File: src/rtl/fdtd_pkg.sv
// Shared FDTD types, constants and the signed saturation helper.
// Used by the Hy and Ez update engines.
package fdtd_pkg;

  typedef enum logic [2:0] {
    ST_IDLE  = 3'd0,
    ST_PRIME = 3'd1,
    ST_RUN   = 3'd2,
    ST_DRAIN = 3'd3,
    ST_DONE  = 3'd4
  } hy_state_e;

  localparam int HY_UPD_LATENCY = 3;
  localparam int SAT_IN_W  = 128;
  localparam int SAT_OUT_W = 64;

  // Clamp a wide signed value to the signed w-bit range.
  function automatic logic [SAT_OUT_W-1:0] sat_s(
    input logic signed [SAT_IN_W-1:0] x,
    input int w
  );
    logic signed [SAT_IN_W-1:0] hi;
    logic signed [SAT_IN_W-1:0] lo;
    hi = (SAT_IN_W'(1) <<< (w - 1)) - SAT_IN_W'(1);
    lo = ~hi;
    if (x > hi)
      sat_s = hi[SAT_OUT_W-1:0];
    else if (x < lo)
      sat_s = lo[SAT_OUT_W-1:0];
    else
      sat_s = x[SAT_OUT_W-1:0];
  endfunction

endpackage

File: src/rtl/fdtd_coef_mul.sv
// Registered coef x diff multiply, floor shift and saturate.
// Shared between the Hy and Ez update engines.
module fdtd_coef_mul #(
  parameter int W    = 32,
  parameter int FRAC = 16
) (
  input  logic                CLK,
  input  logic                RST_N,
  input  logic signed [W-1:0] coef_i,
  input  logic signed [W:0]   diff_i,
  output logic signed [W-1:0] delta_o
);
  import fdtd_pkg::*;

  localparam int PW = 2 * W + 1;

  logic signed [PW-1:0] prod;
  logic signed [PW-1:0] shr;

  assign prod = PW'(coef_i) * PW'(diff_i);
  assign shr  = prod >>> FRAC;

  always_ff @(posedge CLK or negedge RST_N) begin
    if (!RST_N)
      delta_o <= '0;
    else
      delta_o <= W'(sat_s(SAT_IN_W'(shr), W));
  end

endmodule

File: src/rtl/fdtd_hy_update.sv
// Hy field update engine: streams Hy_old/Ez_old, writes saturated Hy_n.
// Read issue to write is HY_UPD_LATENCY cycles, one cell per cycle.
module fdtd_hy_update #(
  parameter int FDTD_DATA_WIDTH   = 32,
  parameter int BUFFER_ADDR_WIDTH = 6,
  parameter int FRAC_WIDTH        = 16
) (
  input  logic                         CLK,
  input  logic                         RST_N,
  input  logic                         start_i,
  input  logic [BUFFER_ADDR_WIDTH-1:0] size_i,
  input  logic [FDTD_DATA_WIDTH-1:0]   coef_i,
  output logic                         rd_Hy_old_en_o,
  output logic [BUFFER_ADDR_WIDTH-1:0] rd_Hy_old_addr_o,
  output logic                         rd_Ez_old_en_o,
  output logic [BUFFER_ADDR_WIDTH-1:0] rd_Ez_old_addr_o,
  input  logic [FDTD_DATA_WIDTH-1:0]   Hy_old_i,
  input  logic [FDTD_DATA_WIDTH-1:0]   Ez_old_i,
  output logic                         wrt_Hy_n_en_o,
  output logic [BUFFER_ADDR_WIDTH-1:0] wrt_Hy_n_addr_o,
  output logic [FDTD_DATA_WIDTH-1:0]   Hy_n_o,
  output logic                         busy_o,
  output logic                         done_o
);
  import fdtd_pkg::*;

  localparam int W = FDTD_DATA_WIDTH;
  localparam int A = BUFFER_ADDR_WIDTH;

  hy_state_e            state;
  logic [A-1:0]         cnt;
  logic [A-1:0]         n_q;
  logic signed [W-1:0]  coef_q;

  logic                 ez_v;
  logic [W-1:0]         ez_prev;
  logic                 in_v;
  logic [A-1:0]         in_addr;
  logic                 b_v;
  logic [A-1:0]         b_addr;
  logic [W-1:0]         b_hy;
  logic signed [W-1:0]  delta;
  logic signed [W:0]    diff;
  logic signed [W:0]    sum;

  always_ff @(posedge CLK or negedge RST_N) begin
    if (!RST_N) begin
      state  <= ST_IDLE;
      cnt    <= '0;
      n_q    <= '0;
      coef_q <= '0;
    end else begin
      unique case (state)
        ST_IDLE: if (start_i) begin
          n_q    <= size_i;
          coef_q <= coef_i;
          cnt    <= '0;
          state  <= (size_i == '0) ? ST_DONE : ST_PRIME;
        end
        ST_PRIME: begin
          cnt   <= '0;
          state <= ST_RUN;
        end
        ST_RUN: begin
          if (cnt == n_q - 1'b1) begin
            cnt   <= '0;
            state <= ST_DRAIN;
          end else
            cnt <= cnt + 1'b1;
        end
        ST_DRAIN: begin
          if (cnt == A'(HY_UPD_LATENCY - 1))
            state <= ST_DONE;
          else
            cnt <= cnt + 1'b1;
        end
        ST_DONE: state <= ST_IDLE;
        default: state <= ST_IDLE;
      endcase
    end
  end

  assign rd_Hy_old_en_o   = (state == ST_RUN);
  assign rd_Hy_old_addr_o = rd_Hy_old_en_o ? cnt : '0;
  assign rd_Ez_old_en_o   = (state == ST_PRIME) || rd_Hy_old_en_o;
  assign rd_Ez_old_addr_o = rd_Hy_old_en_o ? cnt + 1'b1 : '0;
  assign busy_o = (state == ST_PRIME) || (state == ST_RUN) ||
                  (state == ST_DRAIN);
  assign done_o = (state == ST_DONE);

  // Stage A is combinational on the RAM data; stage B registers it.
  assign diff = $signed({Ez_old_i[W-1], Ez_old_i})
              - $signed({ez_prev[W-1], ez_prev});

  fdtd_coef_mul #(
    .W    (W),
    .FRAC (FRAC_WIDTH)
  ) u_mul (
    .CLK     (CLK),
    .RST_N   (RST_N),
    .coef_i  (coef_q),
    .diff_i  (diff),
    .delta_o (delta)
  );

  assign sum = $signed({b_hy[W-1], b_hy})
             + $signed({delta[W-1], delta});

  always_ff @(posedge CLK or negedge RST_N) begin
    if (!RST_N) begin
      ez_v            <= 1'b0;
      ez_prev         <= '0;
      in_v            <= 1'b0;
      in_addr         <= '0;
      b_v             <= 1'b0;
      b_addr          <= '0;
      b_hy            <= '0;
      wrt_Hy_n_en_o   <= 1'b0;
      wrt_Hy_n_addr_o <= '0;
      Hy_n_o          <= '0;
    end else begin
      ez_v    <= rd_Ez_old_en_o;
      in_v    <= rd_Hy_old_en_o;
      in_addr <= rd_Hy_old_addr_o;
      if (ez_v)
        ez_prev <= Ez_old_i;
      b_v    <= in_v;
      b_addr <= in_addr;
      b_hy   <= Hy_old_i;
      wrt_Hy_n_en_o   <= b_v;
      wrt_Hy_n_addr_o <= b_addr;
      Hy_n_o          <= W'(sat_s(SAT_IN_W'(sum), W));
    end
  end

endmodule
File: config.mk
export PLATFORM = sky130hd
export DESIGN_NAME = fdtd_hy_update
export DESIGN_NICKNAME = d
export VERILOG_FILES = /design/src/rtl/fdtd_pkg.sv /design/src/rtl/fdtd_coef_mul.sv /design/src/rtl/fdtd_hy_update.sv
export SDC_FILE = /design/constraint.sdc
export NUM_CORES = 2
export LEC_CHECK = 0
export BUFFER_PORTS_ARGS = -buffer_cell sky130_fd_sc_hd__buf_2
export CORE_UTILIZATION = 50
export DETAILED_ROUTE_END_ITERATION = 7
export GPL_ROUTABILITY_DRIVEN = 0
export PLACE_DENSITY = 0.66
export SYNTH_ARGS = -nofsm -noshare
export SYNTH_HDL_FRONTEND = slang
export SYNTH_HIERARCHICAL = 1
export SYNTH_SLANG_ARGS = --single-unit
File: constraint.sdc
create_clock -name CLK -period 30.4 [get_ports CLK]
set_clock_uncertainty 0.1 [all_clocks]
set_input_delay 1.52 -clock CLK [delete_from_list [all_inputs] [get_ports CLK]]
set_output_delay 1.52 -clock CLK [all_outputs]
set_load 0.02 [all_outputs]
==> flow_summary_export.csv <==
group,metric,value,unit
outcome,outcome,"completed",
global_routing,grt-ovfl-total,0,
clock_network,ctsHoldBuffers,0,
global_routing,grt_pass1_wl,211000,um
logic_synthesis,synth-adder-area-share,52.9,%
clock_network,cts_buffer_depth,2,
timing,worst_slew_pin_slew,1.26,ns
floorplan,die_w,314,um
critical_path,cp_max_fo,32,
floorplan,initial_core_util,50.8,%
cells_and_area,nNetsFinal,6551,
critical_path,r2r_setup_slack,16.61,ns
critical_path,path_class,"input pin to flip-flop",
timing,tns,0,ns
cells_and_area,stdcell_count,6362,
logic_synthesis,synth_seq_cells,197,
global_routing,antenna_found_initial,3,
critical_path,cpMaxStageDelayCell,"nor2_4",
drt,dr.pass1.iters,6,
critical_path,endpoint_kind,"flip-flop",
critical_path,critPathArrivalTime,14.81,ns
logic_synthesis,synthTopCellsByArea,"fa_1 (46%), dfrtp_1 (10%), inv_1 (8.0%)",
logic_synthesis,synth-edff-count,0,
global_routing,grt_usage,27.6,%
floorplan,die_h,314,um
cells_and_area,fin_util,53.6,%
floorplan,io_pins,160,
logic_synthesis,synth_ff_type,"dfrtp_1",
drt,dr_total_vias,34865,
cells_and_area,area_growth,5.41,%
clock_network,cts_setup_buffers,0,
drt,postRouteAntennaNets,0,
logic_synthesis,synth_top_family_by_area,"adder cells",
timing,hold_viol_final,0,
critical_path,worstPathRequired,30.66,ns
critical_path,critPathMaxStageDelay,1.04,ns
timing,slew_viol_final,0,
clock_network,clk_pin_slew_worst_paths,0.10,ns
clock_network,clk_latency,0.53,ns
placed_design,io_buffers,159,
logic_synthesis,synth.cell_area,0.0486,mm^2
worst_hold_path,hold_path_class,"flip-flop to flip-flop",
drt,drt-wirelength-per-cell,20.1,um
critical_path,worstSetupEndpoint,"u_mul/delta_o[0]",
timing,fin_crit,14.55,ns
logic_synthesis,ys_seq_area_share,10.1,%
logic_synthesis,syn_inst,5124,
logic_synthesis,syn_area_per_cell,9.48,um^2
timing,holdWs,0.245,ns
logic_synthesis,muxShareOfSynthArea,1.09,%
logic_synthesis,synthDominantCellAreaShare,45.9,%
logic_synthesis,synth_cell_type_count,96,
clock_network,h-tree-depth,4,
critical_path,worstSetupStartpoint,"Ez_old_i[0]",
critical_path,start_kind,"input pin",
floorplan,row_count,113,
drt,wl,128000,um
cells_and_area,n_antenna_cell,0,
logic_synthesis,synth-xor-area-share,2.14,%
drt,drc_errors,0,
global_routing,grt_pass1_vias,38109,
critical_path,reg2reg_depth,37,
logic_synthesis,netlist.top_cell.by_area,"fa_1",
critical_path,cpMostUsedCell,"fa_1",
timing,setup_violations,0,
logic_synthesis,synthSimpleGateAreaFrac,15.8,%
floorplan,design.core.area,0.0956,mm^2
timing,max_slew_margin,15.8,%
placed_design,post-place-cells,6330,
logic_synthesis,yosys_warnings,6,
drt,viasPerCell,5.48,
drt,drt_iter0_markers,2501,
timing,clock.fmax,68.7,MHz
critical_path,reg2reg_from,"ez_prev[2]",
timing,fin_crit_sh,47.8,%
logic_synthesis,async_flop_share,100,%
cells_and_area,final_layout_size_suffix_gt1_share,8.00,%
placed_design,place_hpwl,101000,um
clock_network,cts_buffers,17,
clock_network,cts_root_buffer,"clkbuf_16",
run,cap_violations,0,
logic_synthesis,yosysMostFrequentCell,"fa_1",
critical_path,r2r_end,"u_mul/delta_o[0]",
clock_network,cts_tree,"built",
logic_synthesis,synth_compound_area_share,7.46,%
clock_network,cts_resized,0,
clock_network,cts_sinks,197,
timing,grt_setup_unrepaired,"false",
floorplan,dieArea,0.0984,mm^2
global_routing,grt_max_degree,84,
logic_synthesis,ys_top_cells_by_count,"fa_1 (1113), inv_1 (1034), nand2_1 (619), and2_1 (543), ha_1 (249)",
logic_synthesis,synth_nets,6591,
cells by family after synthesis:
family	after synthesis
AND/OR/NAND/NOR	1517
adder cells (fa/ha/maj)	1393
buffers and inverters	1329
AO/OA/AOI/OAI	522
flip-flops	197
XOR/XNOR	118
multiplexers	48
layout make-up:
cell class                 count  area, um^2
inverter                    1035        3880
timing repair buffer         235        1380
fill                        8765       44400
sequential                   197        4930
clock inverter                15         215
tap                         1265        1580
clock buffer                  17         425
multi-input combinational   3598       38800
registers in the layout, summed over array words and instances (netlist names), 3 cells and up:
| name | cells |
|---|---|
| Hy_n_o | 32 |
| b_addr | 6 |
| b_hy | 32 |
| cnt | 6 |
| coef_q | 32 |
| ez_prev | 32 |
| in_addr | 6 |
| n_q | 6 |
| state | 3 |
| u_mul/delta_o | 32 |
| wrt_Hy_n_addr_o | 6 |
critical path: cells and delay by family:
kind / cells / cell delay [ns]
adder cells (fa/ha/maj): 11 / 5.54
AND/OR/NAND/NOR: 7 / 2.60
buffers and inverters: 8 / 1.35
AO/OA/AOI/OAI: 13 / 3.76
per-layer routing:
layer  vias to the layer above  track usage [%]  routed length, um  share of wire, %
li1                      15388                -                  -                 -
met1                     18263             38.3              55600                43
met2                      1013             45.0              61100                48
met3                       199             3.54               6890               5.4
met4                         2             9.05               4300               3.4
met5                         -                0                 13             0.010
layout by cell type (no fill, tap or decap), drive strengths merged, types with 20 or more instances in the layout:
| master | Yosys | layout |
|---|---|---|
| o21a | 21 | 21 |
| xnor2 | 69 | 69 |
| inv | 1035 | 1044 |
| and2 | 543 | 543 |
| buf | 48 | 235 |
| xor2 | 49 | 49 |
| o21ai | 146 | 146 |
| a211oi | 20 | 20 |
| nand3 | 61 | 61 |
| a21oi | 123 | 123 |
| nand4 | 38 | 38 |
| o211ai | 27 | 27 |
| fa | 1113 | 1113 |
| dfrtp | 197 | 197 |
| mux2 | 39 | 39 |
| and3 | 20 | 20 |
| ha | 249 | 249 |
| a21o | 52 | 52 |
| nor2 | 120 | 120 |
| nor3 | 22 | 22 |
| o221ai | 32 | 32 |
| nand2 | 619 | 619 |
| nand2b | 27 | 27 |
| maj3 | 31 | 31 |
metrics by stage:
step / cell area [um^2] / setup slack, ns
2_1_floorplan: 48600 / 17.71
3_3_place_gp: 50600 / 15.49
3_5_place_dp: 50600 / 15.34
4_1_cts: 51200 / 15.85
5_1_grt: 51200 / 15.03
6_report: 51200 / 15.85
worst min-delay path by stage:
stage                     startpoint       endpoint  depth (start not counted)
after global routing             b_v  wrt_Hy_n_en_o                          0
final                     in_addr[2]      b_addr[2]                          0
after detailed placement  in_addr[1]      b_addr[1]                          0
after floorplan           in_addr[0]      b_addr[0]                          0
after CTS                 in_addr[1]      b_addr[1]                          0
after global placement          in_v            b_v                          0
Power is not shown: default switching activity piles up to over one toggle a cycle in this logic, so the estimate is an artifact.
